<file path="src/rtl/memory_access.sv">
// Pipeline memory stage: sizes, aligns and issues loads/stores on a valid/ready data bus,
// then returns write-back data or a fault (misaligned, illegal size, conflicting op, timeout).
module memory_access #(
   parameter int TIMEOUT = 255
) (
   input  logic        clk,
   input  logic        rst_n,
   input  logic        in_valid,
   output logic        in_ready,
   input  logic        mem_read,
   input  logic        mem_write,
   input  logic [1:0]  mem_size,
   input  logic        mem_unsigned,
   input  logic [31:0] alu_data,
   input  logic [31:0] rt_data,
   output logic        out_valid,
   output logic [31:0] out_data,
   output logic        out_fault,
   output logic        dmem_req,
   output logic        dmem_we,
   output logic [31:0] dmem_addr,
   output logic [3:0]  dmem_wstrb,
   output logic [31:0] dmem_wdata,
   input  logic        dmem_ready,
   input  logic        dmem_rvalid,
   input  logic [31:0] dmem_rdata
);

   // Handshakes: a transfer happens on a rising edge where valid and ready are both high;
   // the requester holds its fields stable from raising valid until that edge.
   typedef enum logic [1:0] {IDLE, REQ, WAIT} state_t;

   state_t      state_q, state_d;
   logic [7:0]  cnt_q, cnt_d;
   logic [1:0]  lane_q, lane_d;
   logic [1:0]  size_q, size_d;
   logic        uns_q, uns_d;
   logic        out_valid_d, out_fault_d;
   logic [31:0] out_data_d;
   logic        req_d, we_d;
   logic [31:0] addr_d, wdata_d;
   logic [3:0]  wstrb_d;

   logic        is_mem, bad_op, expired;
   logic [3:0]  st_strb;
   logic [31:0] st_data, ld_data;
   logic [7:0]  ld_byte;
   logic [15:0] ld_half;

   assign in_ready = (state_q == IDLE);
   assign is_mem   = mem_read | mem_write;
   assign bad_op   = (mem_read & mem_write) || (mem_size == 2'b11) ||
                     (mem_size == 2'b01 && alu_data[0]) ||
                     (mem_size == 2'b10 && alu_data[1:0] != 2'b00);
   assign expired  = (cnt_q == 8'(TIMEOUT - 1));

   always_comb begin
      st_strb = 4'b0000;
      st_data = rt_data;
      case (mem_size)
         2'b00: begin
            st_strb = 4'b0001 << alu_data[1:0];
            st_data = {4{rt_data[7:0]}};
         end
         2'b01: begin
            st_strb = 4'b0011 << {alu_data[1], 1'b0};
            st_data = {2{rt_data[15:0]}};
         end
         default: st_strb = 4'b1111;
      endcase
   end

   // Lane selection uses the address captured at acceptance, not the live input.
   always_comb begin
      ld_byte = dmem_rdata[{lane_q, 3'b000} +: 8];
      ld_half = dmem_rdata[{lane_q[1], 4'b0000} +: 16];
      case (size_q)
         2'b00:   ld_data = {{24{~uns_q & ld_byte[7]}}, ld_byte};
         2'b01:   ld_data = {{16{~uns_q & ld_half[15]}}, ld_half};
         default: ld_data = dmem_rdata;
      endcase
   end

   always_comb begin
      state_d     = state_q;
      cnt_d       = cnt_q;
      lane_d      = lane_q;
      size_d      = size_q;
      uns_d       = uns_q;
      out_valid_d = 1'b0;
      out_fault_d = 1'b0;
      out_data_d  = '0;
      req_d       = dmem_req;
      we_d        = dmem_we;
      addr_d      = dmem_addr;
      wstrb_d     = dmem_wstrb;
      wdata_d     = dmem_wdata;
      case (state_q)
         IDLE: begin
            if (in_valid) begin
               if (!is_mem) begin
                  out_valid_d = 1'b1;
                  out_data_d  = alu_data;
               end else if (bad_op) begin
                  out_valid_d = 1'b1;
                  out_fault_d = 1'b1;
               end else begin
                  state_d = REQ;
                  cnt_d   = '0;
                  lane_d  = alu_data[1:0];
                  size_d  = mem_size;
                  uns_d   = mem_unsigned;
                  req_d   = 1'b1;
                  we_d    = mem_write;
                  addr_d  = {alu_data[31:2], 2'b00};
                  wstrb_d = mem_write ? st_strb : 4'b0000;
                  wdata_d = st_data;
               end
            end
         end
         REQ: begin
            cnt_d = cnt_q + 8'd1;
            // A bus acceptance in the final allowed cycle wins over the timeout.
            if (dmem_ready) begin
               req_d = 1'b0;
               if (dmem_we) begin
                  out_valid_d = 1'b1;
                  state_d     = IDLE;
               end else begin
                  state_d = WAIT;
               end
            end else if (expired) begin
               req_d       = 1'b0;
               out_valid_d = 1'b1;
               out_fault_d = 1'b1;
               state_d     = IDLE;
            end
         end
         WAIT: begin
            cnt_d = cnt_q + 8'd1;
            if (dmem_rvalid) begin
               out_valid_d = 1'b1;
               out_data_d  = ld_data;
               state_d     = IDLE;
            end else if (expired) begin
               out_valid_d = 1'b1;
               out_fault_d = 1'b1;
               state_d     = IDLE;
            end
         end
         default: state_d = IDLE;
      endcase
   end

   always_ff @(posedge clk) begin
      if (!rst_n) begin
         state_q    <= IDLE;
         cnt_q      <= '0;
         lane_q     <= '0;
         size_q     <= '0;
         uns_q      <= 1'b0;
         out_valid  <= 1'b0;
         out_fault  <= 1'b0;
         out_data   <= '0;
         dmem_req   <= 1'b0;
         dmem_we    <= 1'b0;
         dmem_addr  <= '0;
         dmem_wstrb <= '0;
         dmem_wdata <= '0;
      end else begin
         state_q    <= state_d;
         cnt_q      <= cnt_d;
         lane_q     <= lane_d;
         size_q     <= size_d;
         uns_q      <= uns_d;
         out_valid  <= out_valid_d;
         out_fault  <= out_fault_d;
         out_data   <= out_data_d;
         dmem_req   <= req_d;
         dmem_we    <= we_d;
         dmem_addr  <= addr_d;
         dmem_wstrb <= wstrb_d;
         dmem_wdata <= wdata_d;
      end
   end

endmodule

</file>
<file path="config.mk">
export PLATFORM = sky130hd
export DESIGN_NAME = memory_access
export DESIGN_NICKNAME = d
export VERILOG_FILES = /design/src/rtl/memory_access.sv
export SDC_FILE = /design/constraint.sdc
export NUM_CORES = 1
export LEC_CHECK = 0
export ABC_AREA = 1
export CORE_ASPECT_RATIO = 1.4
export CORE_MARGIN = 1
export CORE_UTILIZATION = 45
export DETAILED_ROUTE_END_ITERATION = 12
export PLACE_DENSITY = 0.81
export SYNTH_ARGS = -nofsm -noshare
export SYNTH_HDL_FRONTEND = slang
export SYNTH_SLANG_ARGS = --single-unit
</file>
<file path="constraint.sdc">
create_clock -name clk -period 2.02 [get_ports clk]
set_clock_uncertainty 0.2 [all_clocks]
set_input_delay 0.404 -clock clk [delete_from_list [all_inputs] [get_ports clk]]
set_output_delay 0.404 -clock clk [all_outputs]
set_load 0.01 [all_outputs]
</file>
==> out/qor.yml <==
p_int_uw: 4900
synth_top_cell_area_share_pct: 42.1
grt.busiest_layer: "met2"
fp.dieH_um: 134
ctsLongestPathBuffers: 2
routed_wl_um: 18300
cts_buffers: 17
drcViolationCount: 0
cts.clk_slew.worst_paths_ns: 0.05
finalNonFillerCells: 1194
grt_max_degree: 62
met1_usage_pct: 30.2
critPathRequiredTime_ns: 1.42
grt_overflow: 0
synth_area_leaders: "dfxtp_1 (42%), nand2_1 (14%), a21oi_1 (9.7%), nor2_1 (9.0%), o21ai_0 (5.6%)"
cts_max_level: 4
cts-root-buf: "clkbuf_16"
first_global_vias: 5897
switching_share_pct: 24.3
dp.cells: 1165
critPathMaxStageDelay_ns: 0.57
wire_per_inst_um: 15.3
clock-sinks: 117
clkLatencyLatePin_ns: 0.41
rsz0062_at_grt: "no"
drtPass1Iterations: 6
synth.most_common_cell: "nand2_1"
drtIter0Drc: 314
antenna_cells: 0
dieWidth_um: 96.0
p_leak_uw: 0.00344
combPwrFrac_pct: 16.7
period_needed_ns: 1.97
setup_viol: 0
synth_area_leader_cell: "dfxtp_1"
post_cts_buffers: 0
critPathSlowestCell: "clkdlybuf4s50_1"
power_uw: 6470
start_util_pct: 46.6
arrival_ns: 1.36
vias_per_cell: 5.16
postSynthCellCount: 816
grt_pass1_wl_um: 28300
syn_area_per_cell_um2: 6.82
vias: 6165
switchingPower_uw: 1570
crit_family: "buffers and inverters"
synth_common_cells: "nand2_1 (211), nor2_1 (134), dfxtp_1 (117), a21oi_1 (108), o21ai_0 (62)"
path_max_fanout: 2
status: "complete, no violations"
antenna_found_initial: 0
grt_use_total_pct: 28.9
cts_tree: "done"
final_nets: 1149
drive_above_1_share_pct: 9.46
yosysSeqAreaShare_pct: 42.1
synth_area_um2: 5560
gp_congestion: 0.972
portBuffers: 208
start_kind: "flip-flop"
ys.flop_type: "dfxtp_1"
core_area_um2: 11900
area_growth_syn_to_layout_pct: 54.3
post-dp-hpwl_um: 13200
pwr-share-clk_pct: 45.5
critPathKind: "reg -> out"
yosys_register_bits: 117
pin_count: 211
die_area_um2: 12800
hold_viol: 0
maxCapViolations: 0
synth_cell_types: 33
crit_buf_inv: 1
rows: 47
fillCellCount: 968
ir_worst_vdd_uv: 487
fin_crit_sh_pct: 97.4
holdCritPathClass: "reg -> reg"
synth_edf_count: 0
use_met2_pct: 50.7
yosysWarnings: 0
final_max_slew_viol_count: 0
cts_hold_buffers: 0
crit_path_end_kind: "output port"
clock.fmax_mhz: 508
synth-async-reset-ratio_pct: 0
cp_cell_sequence: "clkdlybuf4s50_1"
power_density_nw_per_um2: 754
pwr-share-seq_pct: 37.8
grtUsageMet3_pct: 8.39
ant_nets: 0
-- placed cells by master (no fill, tap or decap), drive strengths merged, types with 2 or more instances in the layout --
master           n
ha               6
nand3           31
o21ai           62
conb             2
a21oi          108
nand2          213
buf             45
xor2             2
or2             10
clkinv           2
clkbuf          25
nand4            7
o21a             3
inv             47
nor2           137
bufinv           2
o211ai          15
clkdlybuf4s50  206
dfxtp          117
-- repair_timing --
| action | 4_1_cts | 5_1_grt |
|---|---|---|
| setup endpoints to repair | 1 | 1 |
| pin swaps | 0 | 0 |
| resized for setup | 3 | 1 |
-- per-stage QoR --
| step | hold slack [ns] | setup WS (ns) | utilization (%) | setup TNS [ns] | instance area [um2] |
|---|---|---|---|---|---|
| 5_1_grt | 0.267 | 0.0197 | 71.9 | 0 | 8590 |
| 4_1_cts | 0.252 | 0.0467 | 71.9 | 0 | 8580 |
| 3_5_place_dp | 0.256 | -0.244 | 67.0 | -11.58 | 8000 |
| 6_report | 0.263 | 0.0515 | 71.9 | 0 | 8590 |
| 3_3_place_gp | 0.251 | -0.217 | 67.0 | -8.00 | 8000 |
| 2_1_floorplan | 0.258 | 0.122 | - | 0 | 5570 |
-- power groups by stage --
stage,sequential [uW],clock [uW],combinational (uW)
2_1_floorplan,2530,0,447
4_1_cts,2450,2990,1070
6_report,2450,2940,1080
3_5_place_dp,2500,0,1060
5_1_grt,2460,3090,1170
3_3_place_gp,2490,0,1050
-- path summary, 6_finish.rpt --
check | start | to | slack (ns) | cells after the start
setup / recovery | dmem_wdata[31] | dmem_wdata[31] | 0.05 | 1
hold / removal | dmem_wdata[24] | dmem_wdata[24] | 0.26 | 2
setup reg to reg | state_q[1] | cnt_q[0] | 0.19 | 9
hold reg to reg | dmem_wdata[24] | dmem_wdata[24] | 0.26 | 2
-- cells by family (layout without fill, tap and decap cells) --
group                    after synthesis  in the layout  synth area share, %
buffers and inverters                 98            328                 7.98
AND/OR/NAND/NOR                      400            400                 29.6
flip-flops                           117            117                 42.1
AO/OA/AOI/OAI                        192            192                 18.6
XOR/XNOR                               2              2                0.315
adder cells (fa/ha/maj)                6              6                 1.35
other                                  1              2               0.0674
-- flip-flops by register name, summed over array words and instances (netlist names) --
signal	count
state_q	2
out_fault	1
dmem_req	1
lane_q	2
out_data	32
cnt_q	8
uns_q	1
dmem_wdata	32
dmem_wstrb	4
dmem_we	1
dmem_addr	30
size_q	2
out_valid	1
-- final cells by class --
type	count	area (um2)	area share [%]
Multi-Input combinational cell	602	2800	32.6
Sequential cell	117	2340	27.3
Tap cell	147	184	2.14
Clock inverter	4	70.1	0.816
Timing Repair Buffer	252	2510	29.2
Inverter	47	176	2.05
Clock buffer	25	505	5.89
-- per-layer routing --
metal	vias to the layer above	share of wire [%]
met3	49	7.4
li1	3069	-
met5	-	0
met2	271	52
met1	2776	37
met4	0	3.3
Note: power is estimated with default switching activity, not from simulation.
